`src/rtl/mips_muldiv_if.sv`:
```
// Operand/result bundle between the issuing pipeline and the HI/LO multiply-divide unit.
interface mips_muldiv_if #(
  parameter int WIDTH = 32
);
  logic             start;
  logic [2:0]       op;
  logic [WIDTH-1:0] a;
  logic [WIDTH-1:0] b;
  logic             cancel;
  logic             busy;
  logic             done;
  logic             div_by_zero;
  logic [WIDTH-1:0] hi;
  logic [WIDTH-1:0] lo;

  modport master (
    output start, op, a, b, cancel,
    input  busy, done, div_by_zero, hi, lo
  );

  modport slave (
    input  start, op, a, b, cancel,
    output busy, done, div_by_zero, hi, lo
  );
endinterface

```
`src/rtl/mips_muldiv.sv`:
```
// Iterative MIPS multiply/divide unit with architectural HI/LO registers.
// One result bit per cycle; operands are reduced to magnitudes up front and
// the signs are reapplied in a single fix-up cycle.
module mips_muldiv #(
  parameter int WIDTH = 32
) (
  input logic           clk,
  input logic           reset,
  mips_muldiv_if.slave  bus
);
  localparam int CW = $clog2(WIDTH);
  localparam logic [CW-1:0]        CNT_LAST = CW'(WIDTH - 1);
  localparam logic [CW-1:0]        CNT_ONE  = CW'(1);
  localparam logic [WIDTH-1:0]     ONE_W    = {{(WIDTH-1){1'b0}}, 1'b1};
  localparam logic [2*WIDTH-1:0]   ONE_2W   = {{(2*WIDTH-1){1'b0}}, 1'b1};
  localparam logic [2:0]           OP_MTHI  = 3'd4;
  localparam logic [2:0]           OP_MTLO  = 3'd5;

  typedef enum logic [1:0] {
    IDLE = 2'd0,
    CALC = 2'd1,
    FIX  = 2'd2,
    DONE = 2'd3
  } state_t;

  function automatic logic [WIDTH-1:0] neg_w(input logic [WIDTH-1:0] x);
    return (~x) + ONE_W;
  endfunction

  function automatic logic [2*WIDTH-1:0] neg_2w(input logic [2*WIDTH-1:0] x);
    return (~x) + ONE_2W;
  endfunction

  state_t               r_state;
  state_t               w_state_nx;
  logic [CW-1:0]        r_cnt;
  logic [2*WIDTH-1:0]   r_acc;      // mul: {partial, multiplier}; div: {remainder, quotient}
  logic [WIDTH-1:0]     r_opnd;     // multiplicand or divisor magnitude
  logic                 r_is_div;
  logic                 r_neg_q;    // product or quotient must be negated
  logic                 r_neg_r;    // remainder must be negated
  logic                 r_bzero;
  logic [WIDTH-1:0]     r_hi;
  logic [WIDTH-1:0]     r_lo;
  logic                 r_busy;
  logic                 r_done;
  logic                 r_dbz;

  logic                 w_accept;
  logic                 w_go;
  logic                 w_a_neg;
  logic                 w_b_neg;
  logic                 w_b_zero;
  logic [WIDTH-1:0]     w_a_mag;
  logic [WIDTH-1:0]     w_b_mag;
  logic [WIDTH-1:0]     w_dvd;
  logic [WIDTH:0]       w_mul_sum;
  logic                 w_div_ge;
  logic [WIDTH-1:0]     w_div_rem;
  logic [2*WIDTH-1:0]   w_step;
  logic [2*WIDTH-1:0]   w_prod;
  logic [WIDTH-1:0]     w_fix_hi;
  logic [WIDTH-1:0]     w_fix_lo;

  // Issue decode: start is only taken in IDLE/DONE and loses to cancel.
  always_comb begin
    w_accept = ((r_state == IDLE) || (r_state == DONE)) && bus.start && !bus.cancel;
    w_go     = w_accept && (bus.op[2] == 1'b0);
    w_a_neg  = bus.op[0] && bus.a[WIDTH-1];
    w_b_neg  = bus.op[0] && bus.b[WIDTH-1];
    w_b_zero = (bus.b == {WIDTH{1'b0}});
    w_a_mag  = w_a_neg ? neg_w(bus.a) : bus.a;
    w_b_mag  = w_b_neg ? neg_w(bus.b) : bus.b;
    // A zero divisor leaves the raw dividend to fall through as the remainder.
    w_dvd    = w_b_zero ? bus.a : w_a_mag;
  end

  // One iteration: shift-add for multiply, restoring shift-subtract for divide.
  always_comb begin
    w_mul_sum = {1'b0, r_acc[2*WIDTH-1:WIDTH]} + {1'b0, r_opnd};
    w_div_ge  = (r_acc[2*WIDTH-1:WIDTH-1] >= {1'b0, r_opnd});
    w_div_rem = r_acc[2*WIDTH-2:WIDTH-1] - r_opnd;
    if (r_is_div) begin
      if (w_div_ge) begin
        w_step = {w_div_rem, r_acc[WIDTH-2:0], 1'b1};
      end else begin
        w_step = {r_acc[2*WIDTH-2:0], 1'b0};
      end
    end else if (r_acc[0]) begin
      w_step = {w_mul_sum, r_acc[WIDTH-1:1]};
    end else begin
      w_step = {1'b0, r_acc[2*WIDTH-1:1]};
    end
  end

  // Sign correction applied in FIX.
  always_comb begin
    w_prod = r_neg_q ? neg_2w(r_acc) : r_acc;
    if (r_is_div) begin
      w_fix_lo = r_neg_q ? neg_w(r_acc[WIDTH-1:0]) : r_acc[WIDTH-1:0];
      w_fix_hi = r_neg_r ? neg_w(r_acc[2*WIDTH-1:WIDTH]) : r_acc[2*WIDTH-1:WIDTH];
    end else begin
      w_fix_lo = w_prod[WIDTH-1:0];
      w_fix_hi = w_prod[2*WIDTH-1:WIDTH];
    end
  end

  // Next-state logic; cancel abandons any in-flight work.
  always_comb begin
    w_state_nx = r_state;
    case (r_state)
      IDLE, DONE: begin
        if (bus.cancel) begin
          w_state_nx = IDLE;
        end else if (w_go) begin
          w_state_nx = CALC;
        end else begin
          w_state_nx = IDLE;
        end
      end
      CALC: begin
        if (bus.cancel) begin
          w_state_nx = IDLE;
        end else if (r_cnt == CNT_LAST) begin
          w_state_nx = FIX;
        end else begin
          w_state_nx = CALC;
        end
      end
      FIX: begin
        if (bus.cancel) begin
          w_state_nx = IDLE;
        end else begin
          w_state_nx = DONE;
        end
      end
      default: w_state_nx = IDLE;
    endcase
  end

  // State register.
  always_ff @(posedge clk) begin
    if (reset) begin
      r_state <= IDLE;
    end else begin
      r_state <= w_state_nx;
    end
  end

  // Status outputs registered from the next state so they line up with it.
  always_ff @(posedge clk) begin
    if (reset) begin
      r_busy <= 1'b0;
      r_done <= 1'b0;
      r_dbz  <= 1'b0;
    end else begin
      r_busy <= (w_state_nx == CALC) || (w_state_nx == FIX);
      r_done <= (w_state_nx == DONE);
      r_dbz  <= (w_state_nx == DONE) && r_bzero;
    end
  end

  // Operand capture and iteration datapath.
  always_ff @(posedge clk) begin
    if (reset) begin
      r_cnt    <= {CW{1'b0}};
      r_acc    <= {(2*WIDTH){1'b0}};
      r_opnd   <= {WIDTH{1'b0}};
      r_is_div <= 1'b0;
      r_neg_q  <= 1'b0;
      r_neg_r  <= 1'b0;
      r_bzero  <= 1'b0;
    end else if (w_go) begin
      r_cnt    <= {CW{1'b0}};
      r_is_div <= bus.op[1];
      r_bzero  <= bus.op[1] && w_b_zero;
      if (bus.op[1]) begin
        r_acc   <= {{WIDTH{1'b0}}, w_dvd};
        r_opnd  <= w_b_mag;
        r_neg_q <= !w_b_zero && (w_a_neg ^ w_b_neg);
        r_neg_r <= !w_b_zero && w_a_neg;
      end else begin
        r_acc   <= {{WIDTH{1'b0}}, w_b_mag};
        r_opnd  <= w_a_mag;
        r_neg_q <= w_a_neg ^ w_b_neg;
        r_neg_r <= 1'b0;
      end
    end else if (r_state == CALC) begin
      r_acc <= w_step;
      r_cnt <= r_cnt + CNT_ONE;
    end
  end

  // Architectural HI/LO: direct moves at accept, results at the end of FIX.
  always_ff @(posedge clk) begin
    if (reset) begin
      r_hi <= {WIDTH{1'b0}};
      r_lo <= {WIDTH{1'b0}};
    end else if (w_accept && (bus.op == OP_MTHI)) begin
      r_hi <= bus.a;
    end else if (w_accept && (bus.op == OP_MTLO)) begin
      r_lo <= bus.a;
    end else if ((r_state == FIX) && !bus.cancel) begin
      r_hi <= w_fix_hi;
      r_lo <= w_fix_lo;
    end
  end

  assign bus.busy        = r_busy;
  assign bus.done        = r_done;
  assign bus.div_by_zero = r_dbz;
  assign bus.hi          = r_hi;
  assign bus.lo          = r_lo;
endmodule

```
`src/flat_wrapper.sv`:
```
// flat-port wrapper written by rule: the top's interface ports become plain ports
module mips_muldiv_flat 
#(
  parameter int WIDTH = 32
)
  (clk, reset, bus_start, bus_op, bus_a, bus_b, bus_cancel, bus_busy, bus_done, bus_div_by_zero, bus_hi, bus_lo);
  mips_muldiv_if #(.WIDTH(WIDTH)) bus_i ();
  input logic clk;
  input logic reset;
  input wire logic [$bits(bus_i.start)-1:0] bus_start;
  input wire logic [$bits(bus_i.op)-1:0] bus_op;
  input wire logic [$bits(bus_i.a)-1:0] bus_a;
  input wire logic [$bits(bus_i.b)-1:0] bus_b;
  input wire logic [$bits(bus_i.cancel)-1:0] bus_cancel;
  output wire logic [$bits(bus_i.busy)-1:0] bus_busy;
  output wire logic [$bits(bus_i.done)-1:0] bus_done;
  output wire logic [$bits(bus_i.div_by_zero)-1:0] bus_div_by_zero;
  output wire logic [$bits(bus_i.hi)-1:0] bus_hi;
  output wire logic [$bits(bus_i.lo)-1:0] bus_lo;
  assign bus_i.start = bus_start;
  assign bus_i.op = bus_op;
  assign bus_i.a = bus_a;
  assign bus_i.b = bus_b;
  assign bus_i.cancel = bus_cancel;
  assign bus_busy = bus_i.busy;
  assign bus_done = bus_i.done;
  assign bus_div_by_zero = bus_i.div_by_zero;
  assign bus_hi = bus_i.hi;
  assign bus_lo = bus_i.lo;
  mips_muldiv #(.WIDTH(WIDTH)) u_core (.clk(clk), .reset(reset), .bus(bus_i));
endmodule
```
`config.mk`:
```
export PLATFORM = sky130hd
export DESIGN_NAME = mips_muldiv_flat
export DESIGN_NICKNAME = d
export VERILOG_FILES = /design/src/rtl/mips_muldiv_if.sv /design/src/rtl/mips_muldiv.sv /design/src/flat_wrapper.sv
export SDC_FILE = /design/constraint.sdc
export NUM_CORES = 1
export LEC_CHECK = 0
export CAP_MARGIN = 20
export CORE_MARGIN = 2
export CORE_UTILIZATION = 53
export DETAILED_ROUTE_END_ITERATION = 16
export PLACE_DENSITY = 0.73
export REMOVE_ABC_BUFFERS = 1
export SLEW_MARGIN = 40
export SYNTH_ARGS = -nofsm -noshare
export SYNTH_HDL_FRONTEND = slang
export SYNTH_SLANG_ARGS = --single-unit
```
`constraint.sdc`:
```
create_clock -name clk -period 5.77 [get_ports clk]
set_input_delay 0.577 -clock clk [delete_from_list [all_inputs] [get_ports clk]]
set_output_delay 0.577 -clock clk [all_outputs]
set_load 0.02 [all_outputs]
```
Word level (Yosys, flattened, before mapping)
Cells that the tools add are included.

Bitwise logic cells: 8. Equality and inequality tests: 10. $lt $le $gt $ge: 1. Mux-type cells: 28. Add/sub/neg operators: 8. Reductions and logical operators: 25.

Operators by type and width (count): two-way mux 32 bit (14); two-way mux 64 bit (6); adder 32 x 1 -> 32 bit, second input constant (4); NOT 32 bit (4); adder 64 x 1 -> 64 bit, second input constant (1); NOT 64 bit (1); adder 32 x 32 -> 33 bit (1); >= comparator 33 x 32 -> 1 bit (1); zero test 32 bit (1); subtractor 32 bit (1); logical AND 1 bit (12); equality test 2 bit, second input constant (4); two-way mux 2 bit (4); equality test 3 bit, second input constant (2); one-hot mux 2 bit (3 select lines) (1); nonzero test 2 bit (3); adder 5 x 1 -> 5 bit, second input constant (1); equality test 5 bit, second input constant (1); equality test 2 x 1 -> 1 bit, second input constant (2); AND reduction 2 bit (2); OR reduction 2 bit (2); two-way mux 1 bit (3); zero test 1 bit (2); zero test 2 bit (1); other kinds (4) (6).

Logic and storage cells: 93. Register bits after elaboration: 174. Output and inout bits: 67. Bits of input ports: 71.

Logic depth before layout (Yosys ltp)
Gate-level depths: netlist of run 1.

Depth in word-level cells: 10. Mapped depth: 15. Depth with buffers taken out: 14.

Worst setup path after synthesis of run 1
OpenSTA, ideal clock, no wires.

Path kind: register -> register. From: reg u_core.r_acc[31]. To: reg u_core.r_acc[62]. Period minus slack after synthesis: 3305 ps. Stages on the path, launching flop included: 15. Library setup time: 117 ps. Path buffers: 0. Required time: 5653 ps. Arrival time: 3189 ps. Setup slack: 2465 ps. Path through: dfxtp_1 -> inv_1 -> ha_1 -> inv_1 -> fa_1 -> a21o_1 -> a311o_1 -> a221oi_1 -> o211ai_1 -> a41oi_1 -> o21bai_1 -> a21oi_1 -> xor2_1 -> o21ai_0 -> a22o_1.

Cells in the longest elaborated chain, start to end: 5. Elaborated cells between the ends (all ways): 6. Those cells by class: add/sub: 1; order compare: 1; mux: 4.

Ends and longest elaborated chain: start, declared (line mips_muldiv.sv:37) `logic [2*WIDTH-1:0] r_acc;`; start signal, assigned (line mips_muldiv.sv:167) `r_acc <= {(2*WIDTH){1'b0}};`; start signal, assigned (line mips_muldiv.sv:178) `r_acc <= {{WIDTH{1'b0}}, w_dvd};`; start signal, assigned (line mips_muldiv.sv:183) `r_acc <= {{WIDTH{1'b0}}, w_b_mag};`; subtractor 32 bit / >= comparator 33 x 32 -> 1 bit (equally long branches) (line mips_muldiv.sv:82, mips_muldiv.sv:81); two-way mux 64 bit * (line mips_muldiv.sv:84) `if (w_div_ge) begin`; two-way mux 64 bit * (line mips_muldiv.sv:83) `if (r_is_div) begin`; two-way mux 64 bit * (line mips_muldiv.sv:188) `end else if (r_state == CALC) begin`; two-way mux 64 bit * (line mips_muldiv.sv:173) `end else if (w_go) begin`.

Every way passes the cells marked *; elsewhere a longest branch is shown, timed or not. The select of a mux whose other input is x is not followed. A chain may end at the register's enable or synchronous reset.

Worst setup path after layout of run 1
From: reg u_core.r_acc[32]. To: reg u_core.r_acc[61].

Cells in the longest elaborated chain, start to end: 5. Elaborated cells between the ends (all ways): 8. Those cells by class: add/sub: 2; order compare: 1; mux: 5.

Ends and longest elaborated chain: adder 32 x 32 -> 33 bit, or another cell as far along (line mips_muldiv.sv:80) `w_mul_sum = {1'b0, r_acc[2*WIDTH-1:WIDTH]} + {1'b0, r_opnd};`; two-way mux 64 bit, on equally long branches (line mips_muldiv.sv:89, mips_muldiv.sv:84); two-way mux 64 bit * (line mips_muldiv.sv:83); two-way mux 64 bit * (line mips_muldiv.sv:188); two-way mux 64 bit * (line mips_muldiv.sv:173).

Marks and branches as above.

==> results.md, run 1 <==
Clock tree:
- Clock tree synthesis inserted a total of 17 buffers.
- The post-cts repair resize count is 0.
- The deepest level of the CTS H-tree is 4.
- In this run the post-CTS setup repair buffer count came out at 0.
- The number of buffers added to fix hold violations after cts is 0.
- Clock-pin slew was measured on the worst setup and hold paths at 70 ps.
- For this design, the sink count on the clock tree is 174.
- The clock latency at the later pin of the worst-skew pair is 460 ps.
- The CTS root buffer is sky130_fd_sc_hd__clkbuf_16.
- The clock tree buffer depth is 2.
- The CTS tree is yes.

Final layout:
- In the final layout, the share of cells above drive strength 1 is 0.04362.
- The final layout net count is 2311.
- The final non-filler cell area is 17330 sq um.
- The area added between synthesis and finish is 13.30%.
- The total inserted antenna cells is 0.

Timing:
- The clock period could shrink to 4023 ps.
- Clock skew on the completed layout was measured at 15.20 ps.
- The max-slew violation count came to 0.
- The final hold violation count is 0.
- The portion of the clock cycle consumed by the worst path in the final layout is 0.6972.
- Static timing analysis puts the maximum clock frequency at 248.6 MHz.
- Measured against its own limit, the worst slew margin works out to 0.4312.
- Setup violations remaining at the end of the flow were counted as 0.
- Setup repair after global routing left no endpoint under its margin.
- The setup TNS after final layout is 0 ps.
- The transition time at the pin with the least slew margin is 848.0 ps.

Worst hold path:
- The type of the most critical hold path is reg2reg.

Logic synthesis:
- For this run, the leading register cell type out of synthesis is sky130_fd_sc_hd__dfxtp_1.
- The number of synthesized flops with an enable pin is 0.
- In this run the cell area of the synthesized design comes to 15300 sq um.
- Ranked by total cell area, the synthesized netlist is headed by sky130_fd_sc_hd__dfxtp_1, sky130_fd_sc_hd__a21oi_1, sky130_fd_sc_hd__nor2_1.
- The synthesized netlist cell count is 2156.
- By count the netlist is led by sky130_fd_sc_hd__nor2_1, sky130_fd_sc_hd__a21oi_1, sky130_fd_sc_hd__nand2_1.
- The fraction of registers with async set or reset after synthesis is 0.
- Counting distinct cell types in the post-synthesis netlist gives 74.
- The number of synthesized register bits is 174.
- The average size of a mapped cell is 7.096 sq um.
- Summed over all instances, the cell type with the most area after synthesis is sky130_fd_sc_hd__dfxtp_1.
- During synthesis, Yosys emitted a total of 0 warnings.
- Of the synthesized area, sequential elements account for 0.2277.
- The area share of the largest cell type after synthesis is 0.2277.
- The most frequently used cell type in the post-synthesis netlist is sky130_fd_sc_hd__nor2_1.

Placement:
- In this run the cell area measured after placement is 16730 sq um.
- Port buffering added 137 buffers.
- The placer's final routability congestion estimate is 0.9455.
- Detailed placement ended at an HPWL of 39230 microns.

Power and ir drop:
- The switching power is 0.001225 W.
- The share of total power dissipated in combinational logic is 0.280.
- The part of the power in the clock network is 0.350.
- Of the total power, the share spent switching nets is 0.3501.
- The cell-internal power is 0.002274 W.
- The cell area power density is 201.8 nW/um^2.
- The leakage power summed over all cells is 6.397 nW.
- The sequential share of power is 0.370.
- The maximum VDD drop is 182.7 uV.

Die:
- During I/O placement, the number of pins put on the boundary was 138.
- For this configuration, the core starts out at a cell density of 0.5359.
- The die footprint is 30240 sq um.
- After floorplanning, the core was divided into 62 placement rows.
- The area of the core is 28550 sq um.
- The floorplan step set the die width to 173.9 microns.
- The y dimension of the die is 173.9 microns.

Critical path:
- STA classifies the critical path endpoint as a flip-flop.
- The launch instance of the worst register-to-register path is u_core.r_acc[32].
- The critical path in this run is classified as reg2reg.
- In this run the critical register-to-register path is captured at u_core.r_acc[61].
- For the worst setup path, the data arrival time is 4370 ps.
- The maximum fanout count along the critical path is 10.
- STA puts the critical path data required time at 6120 ps.
- The sort of element at the start of the critical path is a flip-flop.
- Tracing the worst setup path back leads to its startpoint at u_core.r_acc[32].
- The worst register-to-register path has a depth of 13.
- The worst-case register-to-register setup slack is 1750 ps.
- In this run the worst setup path terminates at u_core.r_acc[61].

Route:
- Summed over all layers, the routed wires come to 52920 microns.
- The number of vias after detailed routing is 16172.
- The first-pass iteration count of the detailed router is 6.
- The per-cell routed wire length is 20.66 microns.
- In the routed design, unresolved DRC markers number 0.
- In this run the remaining antenna-violating nets after routing total 0.
- Using the TritonRoute via totals, the vias-per-cell ratio works out to 6.312.
- The first-iteration detailed-routing DRC count is 1792.

Run status:
- The flow ran to the end, and the final reports show no timing, DRC or antenna violations.

Run:
- The number of max-cap violations is 0.

Global route:
- Entering global routing, the biggest net connects 79 pins.
- The total overflow left after global routing is 0.
- The number of global-route vias before repair was 15126.
- The first global-routing pass estimated 83310 microns of wire.
- The aggregate global-route resource usage is 0.3425.
- The number of antenna violations at the first check in global routing is 0.
-- cell families (layout without fill, tap and decap cells) --
logic type / after synthesis / count (layout) / synth area share
mux: 59 / 59 / 0.03893
fa+ha+maj: 75 / 75 / 0.06232
flops: 174 / 174 / 0.2277
buf+inv: 246 / 268 / 0.06167
xor+xnor: 200 / 200 / 0.1145
compound gates: 685 / 685 / 0.2810
simple gates: 717 / 717 / 0.2139
-- sequential cells by signal, indices dropped and copies added (netlist names) --
register	count
u_core.r_bzero	1
u_core.r_opnd	32
u_core.bus.busy	1
u_core.bus.div_by_zero	1
u_core.bus.lo	32
u_core.r_neg_q	1
u_core.r_is_div	1
u_core.bus.hi	32
u_core.r_cnt	5
u_core.r_neg_r	1
u_core.bus.done	1
u_core.r_state	2
u_core.r_acc	64
-- worst min path at each step --
stage                   startpoint                     end  slack, ps  depth (start not counted)
floorplan           u_core.r_bzero          u_core.r_bzero        420                          2
global placement    u_core.r_bzero          u_core.r_bzero        450                          2
detailed placement  u_core.r_bzero          u_core.r_bzero        450                          2
CTS                 u_core.r_bzero          u_core.r_bzero        460                          2
global route        u_core.r_bzero  u_core.bus.div_by_zero        500                          1
finish              u_core.r_bzero          u_core.r_bzero        460                          2
-- cell usage in the layout, fill, tap and decap left out, types with 18 or more instances in the layout --
cell type                         count
sky130_fd_sc_hd__buf_4               24
sky130_fd_sc_hd__xnor2_1            101
sky130_fd_sc_hd__o211ai_1            44
sky130_fd_sc_hd__nor3_1              38
sky130_fd_sc_hd__clkdlybuf4s50_1    136
sky130_fd_sc_hd__inv_1               73
sky130_fd_sc_hd__nand3_1             42
sky130_fd_sc_hd__o31ai_1             22
sky130_fd_sc_hd__dfxtp_1            173
sky130_fd_sc_hd__o21ai_0            150
sky130_fd_sc_hd__xor2_1              99
sky130_fd_sc_hd__a31oi_1             30
sky130_fd_sc_hd__or3_1               24
sky130_fd_sc_hd__mux2i_1             55
sky130_fd_sc_hd__a21oi_1            225
sky130_fd_sc_hd__nand2_1            221
sky130_fd_sc_hd__or4_1               18
sky130_fd_sc_hd__nand2b_1            22
sky130_fd_sc_hd__a211oi_1            72
sky130_fd_sc_hd__nor2_1             261
sky130_fd_sc_hd__ha_1                72
-- power groups by stage --
stage | clock, W | sequential, W | combinational [W]
after global placement | 0 | 0.00132 | 0.000942
after CTS | 0.00123 | 0.00129 | 0.000961
after global routing | 0.00127 | 0.00130 | 0.00107
after floorplan | 0 | 0.00131 | 0.000614
final | 0.00123 | 0.00129 | 0.000980
after detailed placement | 0 | 0.00132 | 0.000952
-- critical path: stages, from the launching register on --
cell and delay [ps]:
sky130_fd_sc_hd__dfxtp_1 580, sky130_fd_sc_hd__ha_1 280, sky130_fd_sc_hd__inv_1 70, sky130_fd_sc_hd__fa_1 400, sky130_fd_sc_hd__nand2b_1 190, sky130_fd_sc_hd__a21oi_1 210
sky130_fd_sc_hd__o2111ai_1 260, sky130_fd_sc_hd__a211o_1 340, sky130_fd_sc_hd__a31oi_1 350, sky130_fd_sc_hd__a211oi_1 230, sky130_fd_sc_hd__o31ai_1 390, sky130_fd_sc_hd__mux2i_1 230
sky130_fd_sc_hd__o211ai_1 90, sky130_fd_sc_hd__a32o_1 280
-- area by class of cell --
cell class	instances	area (sq um)
multi-input cells	1736	10920
flip-flops and latches	174	3487
fillers	2674	11210
repair buffers	162	1573
well taps	384	480.5
clock inverters	13	153.9
clock buffers	19	442.9
inverters	74	277.8
-- per-layer routing --
metal  up-vias  track usage  wire [microns]
met5         -            0               0
met4         0       0.1278            1766
met3       116      0.04418            4252
met2       760       0.5375           23560
met1      7582       0.4806           23340
li1       7714            -               -
-- metrics by stage --
step                hold slack, ps  setup WS [ps]  cells  utilization  power [W]
finish                       459.3           1747   2562       0.6072   0.003499
global route                 500.6           1508   2562       0.6072   0.003637
CTS                          455.7           1806   2562       0.6069   0.003482
detailed placement           447.6           1468   2530       0.5860   0.002270
global placement             445.1           1540   2529       0.5852   0.002259
floorplan                    421.2          995.9   1984            -   0.001927
Note: power is estimated with default switching activity, not from simulation.
==> run 2: changes to the inputs <==
--- a/config.mk
+++ b/config.mk
@@ -9,7 +9,7 @@
 export CORE_MARGIN = 2
 export CORE_UTILIZATION = 53
 export DETAILED_ROUTE_END_ITERATION = 16
-export PLACE_DENSITY = 0.73
+export PLACE_DENSITY = 0.76
 export REMOVE_ABC_BUFFERS = 1
 export SLEW_MARGIN = 40
 export SYNTH_ARGS = -nofsm -noshare
==> constraint.sdc (replaced) <==
create_clock -name clk -period 3.7 [get_ports clk]
set_input_delay 0.37 -clock clk [delete_from_list [all_inputs] [get_ports clk]]
set_output_delay 0.37 -clock clk [all_outputs]
set_load 0.02 [all_outputs]
==> results.md, run 2 (synthesis results as in run 1) <==
Run status:
- Result of the run: finished clean (unchanged).

Critical path:
- The signal arrival time at the worst endpoint was 3830 ps (was 4370 ps).
- The worst endpoint required time was 4000 ps (was 6120 ps).
- The maximum fanout count along the critical path was 10 (unchanged).
- The endpoint type of the worst setup path is a flip-flop (unchanged).
- The worst-case register-to-register setup slack is 170 ps (was 1750 ps).
- The depth of the worst register-to-register path is 12 (was 13).
- The launch instance of the worst register-to-register path was u_core.r_acc[37] (was u_core.r_acc[32]).
- The sort of element at the start of the critical path is a flip-flop (unchanged).
- The critical path start-end classification was reg2reg (unchanged).
- The start point of the critical path was u_core.r_acc[37] (was u_core.r_acc[32]).
- The capture instance of the worst register-to-register path is u_core.r_acc[63] (was u_core.r_acc[61]).

Clock tree:
- The clock-pin slew of the registers on the worst-case setup and hold paths is 70 ps (about the same).
- The clock tree buffer depth is 2 (unchanged).
- The clock latency at the later pin of the worst-skew pair is 450 ps (was 460 ps).
- The number of CTS-inserted buffers is 17 (unchanged).
- The number of sinks handled by clock tree synthesis is 174 (unchanged).
- The deepest level of the CTS H-tree came to 4 (unchanged).
- The CTS tree is yes (unchanged).
- The CTS root buffer is sky130_fd_sc_hd__clkbuf_16 (unchanged).

Placement:
- The number of I/O port buffers is 137 (unchanged).
- The post-DP HPWL is 41540 microns (was 39230 microns).
- The placer's final routability congestion estimate was 0.9407 (was 0.9455).
- The post-detailed-placement cell area was 17320 sq um (was 16730 sq um).
- The count of placed standard cells including taps was 2605 (was 2530).
- The setup slack after placement was 138.5 ps (was 1468 ps).

Timing:
- The final hold violation count is 0 (unchanged).
- The portion of the clock cycle consumed by the worst path in the final layout is 0.9527 (was 0.6972).
- The final setup slack of the worst path is 174.9 ps (was 1747 ps).
- The total of endpoints with negative setup slack in the final report is 0 (unchanged).
- The final-layout worst hold slack is 446.5 ps (was 459.3 ps).
- The max-slew violation count is 0 (unchanged).
- The transition time at the pin with the least slew margin is 1245 ps (was 848.0 ps).
- The worst slew margin relative to its limit is 0.1594 (was 0.4312).
- The setup clock skew after layout is 11.83 ps (was 15.20 ps).
- Unrepaired setup endpoints after global routing: no (unchanged).
- The top achievable clock speed is 283.7 MHz (was 248.6 MHz).
- The post-layout minimum cycle time is 3525 ps (was 4023 ps).

Die:
- The die footprint is 30240 sq um (unchanged).
- The overall die width is 173.9 microns (unchanged).
- The number of I/O pins was 138 (unchanged).
- The cell row count is 62 (unchanged).
- The y dimension of the die is 173.9 microns (unchanged).
- The initial core utilization came to 0.5359 (unchanged).
- The area of the core was 28550 sq um (unchanged).

Global route:
- The global-route wire length before repair is 87670 microns (was 83310 microns).
- The global route total overflow is 0 (unchanged).
- The number of global-route vias before repair is 15800 (was 15126).
- The largest net degree at the start of global routing was 93 (was 79).
- The aggregate global-route resource usage is 0.3621 (was 0.3425).
- The number of antenna violations at the first check in global routing is 1 (was 0).

Route:
- The routed via count divided by cell count is 6.402 (was 6.312).
- The first-iteration detailed-routing DRC count is 2111 (was 1792).
- The detailed-route DRC error count is 0 (unchanged).
- The remaining number of nets flagged by the antenna check after routing was 0 (unchanged).
- The per-cell routed wire length was 21.27 microns (was 20.66 microns).
- The number of vias after detailed routing is 16888 (was 16172).
- The total wire length is 56110 microns (was 52920 microns).
- The first-pass iteration count of the detailed router is 7 (was 6).

Final layout:
- The number of flip-flops under the largest register name is 64 (unchanged).
- The final non-filler cell area is 17930 sq um (was 17330 sq um).
- The top register by number of flip-flops is u_core.r_acc (unchanged).
- The final layout net count was 2387 (was 2311).
- The share of cells above drive strength 1 is 0.07764 (was 0.04362).
- Highest-count cells in the layout ignoring fill and taps: sky130_fd_sc_hd__nor2_1, sky130_fd_sc_hd__a21oi_1, sky130_fd_sc_hd__nand2_1 (unchanged).
- The area added between synthesis and finish was 17.18% (was 13.30%).
- The leading cell type in the layout, fill and taps excluded is sky130_fd_sc_hd__nor2_1 (unchanged).
- The total inserted antenna cells was 0 (unchanged).
- The count of non-filler cells in the finished layout is 2638 (was 2562).
- The final-layout fill cell count is 2601 (was 2674).

Worst hold path:
- The type of the most critical hold path is in2reg (was reg2reg).
- The hold path depth is 2 (unchanged).
- The launch point of the worst hold path was reset (was u_core.r_bzero).
- The hold path endpoint is u_core.bus.lo[5] (was u_core.r_bzero).

Power and ir drop:
- The cell area power density is 305.2 nW/um^2 (was 201.8 nW/um^2).
- The maximum VDD drop is 214.9 uV (was 182.7 uV).
- The leakage power summed over all cells is 6.765 nW (was 6.397 nW).
- The total chip power is 0.005471 W (was 0.003499 W).

Run:
- The number of max-cap violations came to 0 (unchanged).
run 2: critical path, cell delays in order, from the launching register on:
cell and delay [ps]:
sky130_fd_sc_hd__dfxtp_1 600, sky130_fd_sc_hd__ha_1 390, sky130_fd_sc_hd__a21oi_1 220, sky130_fd_sc_hd__nand2_1 80, sky130_fd_sc_hd__o2111ai_1 380, sky130_fd_sc_hd__a32oi_1 260, sky130_fd_sc_hd__o31ai_2 350, sky130_fd_sc_hd__o31ai_1 110
sky130_fd_sc_hd__buf_4 190, sky130_fd_sc_hd__o2111ai_1 90, sky130_fd_sc_hd__a21boi_0 120, sky130_fd_sc_hd__o41ai_1 450, sky130_fd_sc_hd__a31oi_1 140
run 2: area by class of cell:
class | instances | area (sq um) | share of cell area
Clock buffer | 22 | 485.5 | 0.02708
Clock inverter | 10 | 86.33 | 0.004816
Inverter | 74 | 277.8 | 0.01549
Multi-Input combinational cell | 1737 | 10950 | 0.6109
Sequential cell | 174 | 3488 | 0.1946
Tap cell | 384 | 480.5 | 0.02680
Timing Repair Buffer | 237 | 2157 | 0.1203
run 2: what timing repair did:
action	in CTS	in global routing
resized for setup	0	6
setup endpoints to repair	0	11
hold buffers	0	0
setup buffers	0	0
run 2: worst max-delay path by stage:
stage,to,slack (ps)
floorplan,u_core.r_acc[33],-1070
global placement,u_core.r_opnd[25],230
detailed placement,u_core.r_acc[61],140
CTS,u_core.r_acc[61],130
global route,u_core.r_acc[63],2
finish,u_core.r_acc[63],170
run 2: layer usage:
metal | GRT usage | part of all wire | wire length, microns | vias up
met3 | 0.04812 | 0.096 | 5360 | 127
met2 | 0.5697 | 0.44 | 24890 | 938
met4 | 0.1303 | 0.029 | 1613 | 2
met1 | 0.5074 | 0.43 | 24230 | 7945
met5 | 0 | 0.00021 | 12 | -
li1 | - | - | - | 7876
run 2: report_power, final:
| part | total [W] | internal, W | switching, W |
|---|---|---|---|
| combinational | 0.00165 | 0.000647 | 0.00101 |
| clock | 0.00181 | 0.000998 | 0.000815 |
| sequential | 0.00201 | 0.00193 | 0.0000795 |
run 2: through the flow:
stage | utilization | TNS, ps
global route | 0.6280 | 0
global placement | 0.6064 | 0
detailed placement | 0.6066 | 0
CTS | 0.6267 | 0
floorplan | - | -33360
finish | 0.6280 | 0
